**src/rtl/fetch_sequencer.sv**
```systemverilog
// fetch_sequencer: IF-stage PC owner arbitrating halt/redirect/stall/sequential fetch, with drain-then-halt.
// Define FETCH_STAT_EN to add saturating fetch/bubble statistics counters.
module fetch_sequencer #(
    parameter int                  ADDR_BIT     = 10,
    parameter logic [ADDR_BIT-1:0] RESET_PC     = '0,
    parameter int                  DRAIN_CYCLES = 3
) (
    input  logic                clk,
    input  logic                rst_n,
    input  logic                stall,
    input  logic                redirect,
    input  logic [ADDR_BIT-1:0] redirect_pc,
    input  logic                halt,
    input  logic                resume,
    output logic [ADDR_BIT-1:0] pc,
    output logic                fetch_valid,
    output logic                flush,
    output logic                halted,
    output logic [31:0]         dbg_pc
`ifdef FETCH_STAT_EN
    ,
    output logic [31:0]         stat_fetch,
    output logic [31:0]         stat_bubble
`endif
);
    localparam logic [1:0] RUN = 2'd0, DRAIN = 2'd1, HALT = 2'd2;
    logic [1:0]          state, next_state;
    logic [3:0]          cnt, next_cnt;
    logic [ADDR_BIT-1:0] next_pc;
    logic                next_halted;

    always_ff @(posedge clk or negedge rst_n) begin
        if (!rst_n) begin
            state  <= RUN;
            pc     <= RESET_PC;
            cnt    <= '0;
            halted <= 1'b0;
        end else begin
            state  <= next_state;
            pc     <= next_pc;
            cnt    <= next_cnt;
            halted <= next_halted;
        end
    end

    always_comb begin
        next_state  = state;
        next_pc     = pc;
        next_cnt    = cnt;
        next_halted = halted;
        case (state)
            RUN: begin
                if (halt) begin
                    next_state = DRAIN;
                    next_cnt   = 4'(DRAIN_CYCLES);
                end else if (redirect) next_pc = redirect_pc;
                else if (!stall) next_pc = pc + 1'b1;
            end
            DRAIN: begin
                next_cnt = cnt - 1'b1;
                if (cnt == 4'd1) begin
                    next_state  = HALT;
                    next_halted = 1'b1;
                end
            end
            HALT: begin
                if (resume) begin
                    next_state  = RUN;
                    next_halted = 1'b0;
                end
            end
            default: next_state = RUN;
        endcase
    end

    // rst_n gates the strobes so nothing is fetched or flushed while reset is held
    always_comb begin
        fetch_valid = rst_n && state == RUN && !halt && !redirect && !stall;
        flush       = rst_n && (state != RUN || halt || redirect);
        dbg_pc      = {{(30-ADDR_BIT){1'b0}}, pc, 2'b00};
    end

`ifdef FETCH_STAT_EN
    always_ff @(posedge clk or negedge rst_n) begin
        if (!rst_n) begin
            stat_fetch  <= '0;
            stat_bubble <= '0;
        end else if (state == RUN) begin
            if (fetch_valid && stat_fetch != '1) stat_fetch <= stat_fetch + 1'b1;
            if ((stall || flush) && stat_bubble != '1) stat_bubble <= stat_bubble + 1'b1;
        end
    end
`endif
endmodule

```
**config.mk**
```make
export PLATFORM = sky130hd
export DESIGN_NAME = fetch_sequencer
export DESIGN_NICKNAME = d
export VERILOG_FILES = /design/src/rtl/fetch_sequencer.sv
export SDC_FILE = /design/constraint.sdc
export NUM_CORES = 1
export LEC_CHECK = 0
export BUFFER_PORTS_ARGS = -buffer_cell sky130_fd_sc_hd__buf_4
export CAP_MARGIN = 20
export CELL_PAD_IN_SITES_DETAIL_PLACEMENT = 1
export CELL_PAD_IN_SITES_GLOBAL_PLACEMENT = 1
export CORE_MARGIN = 4
export CORE_UTILIZATION = 29
export CTS_CLUSTER_DIAMETER = 120
export DETAILED_ROUTE_END_ITERATION = 8
export HOLD_SLACK_MARGIN = 0.1
export PLACE_DENSITY = 0.75
export SLEW_MARGIN = 20
export SYNTH_ARGS = -nofsm -noshare
export SYNTH_HDL_FRONTEND = slang
export SYNTH_SLANG_ARGS = --single-unit
```
**constraint.sdc**
```tcl
create_clock -name clk -period 1.47 [get_ports clk]
set_clock_uncertainty 0.2 [all_clocks]
set_input_delay 0.0735 -clock clk [delete_from_list [all_inputs] [get_ports clk]]
set_output_delay 0.0735 -clock clk [all_outputs]
set_load 0.05 [all_outputs]
```
==> implementation parameters, run 1 <==
Parameter                              Value

Status
  Result of the run ... finished, violations left
  Failing checks ... negative setup slack

Floorplan
  Die span in y ... 73.23 um
  Placeable Area ... 0.004058 mm2
  Die width ... 73.23 um
  Total die area ... 0.005362 mm2
  Number of ports placed on the die boundary ... ~60
  Num rows ... 23
  Starting density of the core ... 30.40%

CTS
  Number of buffers inserted during clock tree synthesis ... 3
  Clock root buffer master ... sky130_fd_sc_hd__clkbuf_8
  Clk_lat worst skew ... 270 ps
  Number of clock sinks ... 17
  TritonCTS clock tree ... done
  Maximum level of the CTS H-tree ... 1
  Clock slew seen by the registers of the worst setup and hold paths ... 80 ps
  Number of buffers on the longest clock path ... 2

Power
  Maximum vdd drop ... 0.0006288 V
  Ratio of total power to cell area ... 2145 mW/mm2
  P_leak ... 0.0009182 uW
  Overall power of the completed layout ... 4250 uW

Synthesis
  Synth top area cells ... sky130_fd_sc_hd__dfrtp_1, sky130_fd_sc_hd__buf_4, sky130_fd_sc_hd__a21oi_1, sky130_fd_sc_hd__mux2i_1, sky130_fd_sc_hd__ha_1
  Cell area after synthesis ... between 0.001 and 0.0015 mm2
  Cell accounting for the most synthesized area ... sky130_fd_sc_hd__dfrtp_1
  Share of synthesized area occupied by flip-flops and latches ... 34.48%
  Combinational family with the most area after synthesis ... buffers and inverters
  Ranking of synthesized cells by instance count ... sky130_fd_sc_hd__buf_4, sky130_fd_sc_hd__dfrtp_1, sky130_fd_sc_hd__a21oi_1
  Number of instances in the synthesized netlist ... roughly 140
  Proportion of register bits with asynchronous set or reset after synthesis ... 100.0%
  XOR/XNOR Fraction of Synth Area ... 0%
  Adder-cell share of the synthesized area ... 3.043%
  Post-synthesis register bit count ... 17
  Synth top area share ... 34.48%
  Share of synthesized area spent on multiplexers ... 4.158%
  Most frequently used cell type in the post-synthesis netlist ... sky130_fd_sc_hd__buf_4
  Primary FF master, synth ... sky130_fd_sc_hd__dfrtp_1
  Post-synth EDFFs ... 0
  Simple-gate share of the synthesized area ... 16.33%
  Synth Area in Compound Gates ... 18.46%
  Number of synthesis warnings ... 0
  Distinct cells, synth ... 37
  Synthesized area divided by synthesized cell count ... 8.688 um2

Detailed routing
  Avg WL per Cell ... 15.96 um
  TritonRoute pass-1 iters ... 6
  Post-route met1 wirelength ... 1624 um
  Detailed-routed wire length on met2 ... 2316 um
  Met3 Routed Length ... 239 um
  Remaining DRCs ... 0
  Iteration-0 DRC Markers ... 63
  Topmost layer with routed signal wires ... met4
  Sum of routed wire length over all layers ... between 4000 and 5000 um
  Via count ... 1277
  Average via count per standard cell ... roughly 4.8
  Routed Antenna Nets ... 0

Worst setup path
  CP max-delay cell ... sky130_fd_sc_hd__or3_4
  Launching element type of the critical path ... flop
  Critical path capture point type ... output port
  Start-to-end type of the worst setup path ... flop to output port
  Highest cell delay on the worst timing path ... 400 ps
  Series of cell instances along the critical path ... or3_4 > nor4b_4 > buf_6
  Critical path data required time ... 1200 ps
  Internal reg-to-reg setup slack ... -190 ps
  Largest fanout of any net on the critical path ... 3
  Critical path data arrival time ... around 1500 ps

Timing
  RSZ-0062 raised after global routing ... true
  Setup-failing EPs final ... 18
  Final Max Slew Viols ... 0
  Final hold violation count ... 0
  Setup TNS Final ... -2239 ps
  Time the final worst path needs with I/O delays and setup ... 1764 ps
  Period utilisation layout ... 120.0%
  Final worst-path setup slack ... -293.9 ps
  Peak Freq ... 566.9 MHz

Placed design
  Buffers added on ports ... 38
  Routability Congestion ... 0.7489
  Post-placement cell area ... 0.001575 mm2
  DPL Wire Length ... 2657 um

Cells and area
  Multi-input gate area ... slightly above 700 um2
  Layout Cell Area excl Fill ... about 0.0020 mm2
  Number of nets at the end of the flow ... roughly 240
  Layout area overhead ... 60.65%
  Diode insertion count for antenna repair ... 0
  FF+latch area ... between 400 and 500 um2
  Ratio of cells with drive above 1 in the final layout ... 46.51%
  Layout filler cell count ... 481

Flow run
  Max-Cap Viols ... 0

Global route
  Pin count of the biggest net entering global routing ... 12
  Vias in the first global route ... approximately 1300
  First-pass GRT wire length ... ~6500 um
  Antenna violations before repair ... 0
  Overall routing resource usage ... ~16%
  Remaining Overflow, GRT ... 0

Hold path
  Hold/Removal Path Class ... primary input to flop
==> worst max-delay path, delay by kind of cell, from the launching register on <==
family,cells,cell delay [ps]
buf+inv,1,200
flops,1,380
simple gates,2,660
==> sequential cells by signal (all words and copies together), names as in the netlist <==
name,cells
cnt,4
halted,1
pc,10
state,2
==> per-layer routing <==
| layer | track usage (%) | vias up |
|---|---|---|
| met1 | 17.47 | 633 |
| met5 | 0 | - |
| met3 | 3.444 | 6 |
| met4 | 5.533 | 0 |
| li1 | - | 592 |
| met2 | 30.69 | 46 |
==> final cells by class <==
cell class,instances,share of cell area (%)
Clock buffer,3,2.083
Inverter,6,1.136
Tap cell,50,3.157
Clock inverter,1,0.2525
Multi-Input combinational cell,104,36.05
Sequential cell,17,21.91
Timing Repair Buffer,84,35.42
==> worst paths after layout <==
check | from | end | cells after the start
min | redirect | pc[8] | 4
max | state[1] | fetch_valid | 3
min reg2reg | halted | halted | 2
max reg2reg | state[1] | pc[7] | 8
min in group asynchronous | rst_n | cnt[3] | 2
max in group asynchronous | rst_n | pc[3] | 3
==> metrics by stage <==
step,setup slack (ps),hold slack [ps],instances,utilization (%)
6_report,-293.9,93.41,265,48.84
5_1_grt,-334.9,110.8,265,48.84
4_1_cts,-302.1,93.22,261,46.47
3_5_place_dp,-197.1,-283.1,235,38.82
3_3_place_gp,-147.4,-282.0,235,38.82
2_1_floorplan,-253.7,-422.1,163,-
==> repair_timing <==
action | 4_1_cts | 5_1_grt
setup buffers | 4 | 6
endpoints found under the setup margin | 12 | 16
pin swaps | 6 | 8
hold endpoints to repair | 29 | 0
gates resized for setup | 13 | 17
hold buffers | 18 | 0
==> logic make-up after synthesis <==
logic type | count (synthesis)
AOI/OAI and AO/OA | 37
adders and majority gates | 3
buffers and inverters | 42
DFF | 17
muxes | 5
other | 1
and+or+nand+nor | 37
==> report_power, final <==
part	leakage, uW	switching, uW	total, uW	internal, uW
combinational	0.000695	1840	2940	1100
sequential	0.000198	246	941	694
clock	0.0000255	185	374	189
total	0.000918	2270	4250	1980
==> cells in the final DEF, fill, tap and decap left out, types with 2 or more instances in the layout <==
cell type / instances
sky130_fd_sc_hd__nand2_2: 2
sky130_fd_sc_hd__conb_1: 22
sky130_fd_sc_hd__nand2_1: 7
sky130_fd_sc_hd__o21ai_1: 7
sky130_fd_sc_hd__and3_4: 2
sky130_fd_sc_hd__nor2_1: 8
sky130_fd_sc_hd__inv_1: 6
sky130_fd_sc_hd__dfrtp_2: 7
sky130_fd_sc_hd__mux2i_1: 4
sky130_fd_sc_hd__nand3_1: 3
sky130_fd_sc_hd__buf_6: 7
sky130_fd_sc_hd__buf_4: 59
sky130_fd_sc_hd__a21oi_2: 5
sky130_fd_sc_hd__ha_1: 2
sky130_fd_sc_hd__clkbuf_8: 3
sky130_fd_sc_hd__nor3_1: 2
sky130_fd_sc_hd__a22o_1: 2
sky130_fd_sc_hd__a31oi_1: 2
sky130_fd_sc_hd__nand4_1: 3
sky130_fd_sc_hd__o22ai_1: 3
sky130_fd_sc_hd__dfrtp_1: 10
sky130_fd_sc_hd__a21oi_1: 8
sky130_fd_sc_hd__dlygate4sd3_1: 18
Power figures use the tool's default switching activity.
==> inputs of run 2 (changes only) <==
PLACE_DENSITY = not set   (was 0.75)
PLACE_DENSITY_LB_ADDON = 0.1   (was not set)
==> run 2 against run 1 <==
Effect of this change:
- the run still ends with negative setup slack left
- setup slack got worse by 20 ps
- largest power group unchanged
- register-to-register slack got worse by 30 ps
- routed wire length shrank 9.2%
- non-clock buffer count down 9
- largest cell class unchanged
- design area fell by 3.7%
- critical endpoint unchanged
==> implementation parameters, run 2 (synthesis results as in run 1) <==
Parameter                              Value

Floorplan
  Number of ports placed on the die boundary ... 61 (unchanged)
  Starting density of the core ... 30.40% (unchanged)
  Total die area ... 0.005362 mm2 (unchanged)
  Die span in y ... 73.23 um (unchanged)
  Num rows ... 23 (unchanged)
  Placeable Area ... 0.004058 mm2 (unchanged)
  Die width ... 73.23 um (unchanged)

Cells and area
  Number of nets at the end of the flow ... 227 (was 235)
  Register ranked first by flip-flop count ... pc (unchanged)
  Highest-count cells in the layout ignoring fill and taps ... sky130_fd_sc_hd__buf_4, sky130_fd_sc_hd__conb_1, sky130_fd_sc_hd__dlygate4sd3_1, sky130_fd_sc_hd__dfrtp_1 (unchanged)
  Most common library cell in the layout ignoring fill and taps ... sky130_fd_sc_hd__buf_4 (unchanged)
  Layout Cell Area excl Fill ... 0.001908 mm2 (was 0.001982 mm2)
  FF+latch area ... 434.2 um2 (unchanged)
  Largest register FFs ... 10 (unchanged)
  Ratio of cells with drive above 1 in the final layout ... 44.44% (was 46.51%)
  Final standard cell utilization of the core ... 47.02% (was 48.84%)
  Multi-input gate area ... 728.2 um2 (was 714.4 um2)
  Largest registers ranked by flip-flop count ... pc: 10 flops, cnt: 4 flops, state: 2 flops (unchanged)
  Diode insertion count for antenna repair ... 0 (unchanged)
  Layout area overhead ... 54.67% (was 60.65%)
  Layout filler cell count ... 478 (was 481)

CTS
  Number of buffers inserted during clock tree synthesis ... 3 (unchanged)
  Number of buffers on the longest clock path ... 2 (unchanged)
  Number of clock sinks ... 17 (unchanged)
  Maximum level of the CTS H-tree ... 1 (unchanged)
  TritonCTS clock tree ... done (unchanged)
  Clock root buffer master ... sky130_fd_sc_hd__clkbuf_8 (unchanged)
  Clk_lat worst skew ... 250 ps (was 270 ps)
  Clock slew seen by the registers of the worst setup and hold paths ... 70 ps (was 80 ps)

Worst setup path
  Start-to-end type of the worst setup path ... flop to output port (unchanged)
  CP max-delay cell ... sky130_fd_sc_hd__or3_4 (unchanged)
  Highest cell delay on the worst timing path ... 410 ps (was 400 ps)
  Beginning of the worst register-to-register path ... state[0] (was state[1])
  Largest fanout of any net on the critical path ... 2 (was 3)
  Internal reg-to-reg setup slack ... -220 ps (was -190 ps)
  Critical path data required time ... 1200 ps (about the same)
  Critical path data arrival time ... 1510 ps (was 1490 ps)
  Path depth of the worst reg2reg path ... 5 (was 8)
  Series of cell instances along the critical path ... or3_4 > nor4b_4 > buf_6 (unchanged)
  End of the worst register-to-register path ... pc[9] (was pc[7])
  Critical path capture point type ... output port (unchanged)
  Launching element type of the critical path ... flop (unchanged)

Timing
  Final Max Slew Viols ... 0 (unchanged)
  Final worst-path setup slack ... -314.2 ps (was -293.9 ps)
  RSZ-0062 raised after global routing ... true (unchanged)
  Final hold violation count ... 0 (unchanged)
  Time the final worst path needs with I/O delays and setup ... 1784 ps (was 1764 ps)
  Setup TNS Final ... -1900 ps (was -2239 ps)
  Peak Freq ... 560.5 MHz (was 566.9 MHz)
  Setup-failing EPs final ... 12 (was 18)
  Period utilisation layout ... 121.4% (was 120.0%)

Power
  Ratio of total power to cell area ... 2142 mW/mm2 (was 2145 mW/mm2)
  Maximum vdd drop ... 0.0006964 V (was 0.0006288 V)
  P_leak ... 0.0008826 uW (was 0.0009182 uW)

Placed design
  Routability Congestion ... 0.8024 (was 0.7489)
  DPL Wire Length ... 2740 um (was 2657 um)
  Worst slack after detailed placement ... -247.6 ps (was -197.1 ps)
  Buffers added on ports ... 38 (unchanged)
  Post-placement cell area ... 0.001553 mm2 (was 0.001575 mm2)

Detailed routing
  Via count ... 1179 (was 1277)
  Routed Antenna Nets ... 0 (unchanged)
  TritonRoute pass-1 iters ... 4 (was 6)
  Iteration-0 DRC Markers ... 16 (was 63)
  Avg WL per Cell ... 14.95 um (was 15.96 um)
  Remaining DRCs ... 0 (unchanged)
  Sum of routed wire length over all layers ... 3842 um (was 4229 um)
  Average via count per standard cell ... 4.588 (was 4.819)

Global route
  Pin count of the biggest net entering global routing ... 15 (was 12)
  Antenna violations before repair ... 0 (unchanged)
  Remaining Overflow, GRT ... 0 (unchanged)
  Vias in the first global route ... 1256 (was 1348)
  First-pass GRT wire length ... 5940 um (was 6527 um)
  Overall routing resource usage ... 14.41% (was 16.20%)

Hold path
  Hold Startpoint ... redirect (unchanged)
  Worst hold path stage count ... 4 (unchanged)
  Hold/Removal Path Class ... primary input to flop (unchanged)
  Hold worst-path end ... pc[9] (was pc[8])

Flow run
  Max-Cap Viols ... 0 (unchanged)

Status
  Failing checks ... negative setup slack (unchanged)
  Result of the run ... finished, violations left (unchanged)
## run 2: changes by cell type in the layout (fill, tap and decap cells not counted), sizes merged
cell and change:
a21o +1, buf -7, dlygate4sd3 -2
## run 2: worst max path at each step
stage	startpoint	to	cells past startpoint
after floorplan	pc[0]	pc[6]	5
after global placement	state[0]	pc[4]	4
after detailed placement	state[0]	pc[4]	4
after CTS	state[0]	fetch_valid	3
after global routing	state[0]	fetch_valid	3
final	state[0]	fetch_valid	3
## run 2: area by class of cell
class                      count  share of cell area [%]
timing repair buffer          75                   32.20
clock inverter                 1                  0.2623
tap                           50                   3.279
multi-input combinational    105                   38.16
sequential                    17                   22.75
clock buffer                   3                   2.164
inverter                       6                   1.180
## run 2: power breakdown
group	leakage [uW]	internal (uW)	switching, uW	total [uW]
Clock	0.0000255	188	167	355
Sequential	0.000198	695	237	932
Combinational	0.000660	1020	1780	2800
## run 2: what timing repair did
item / 4_1_cts / 5_1_grt
setup endpoints to repair: 13 / 13
endpoints found under the hold margin: 30 / 0
buffers inserted: 5 / 1
pin swaps: 4 / 5
hold buffers: 16 / 0
gates cloned: 1 / 0
gates resized for setup: 14 / 12
## run 2: critical path, delay by kind of cell, from the launching register on
family | cells | cell delay [ps]
simple gates | 2 | 670
flops | 1 | 380
buf+inv | 1 | 200
## run 2: metal layers
| metal | vias up | global-route usage [%] | wire length [um] |
|---|---|---|---|
| met5 | - | 0 | 0 |
| met3 | 2 | 3.030 | 161 |
| met4 | 0 | 2.869 | 16 |
| met1 | 571 | 16.64 | 1545 |
| li1 | 577 | - | - |
| met2 | 29 | 27.01 | 2120 |
## run 2: per-stage QoR
stage / hold slack, ps / std cells / power (uW)
after floorplan: -422.1 / 163 / 2774
after global placement: -303.0 / 232 / 3396
after detailed placement: -304.9 / 232 / 3464
after CTS: 119.9 / 258 / 4032
after global routing: 147.4 / 257 / 4354
final: 141.9 / 257 / 4088
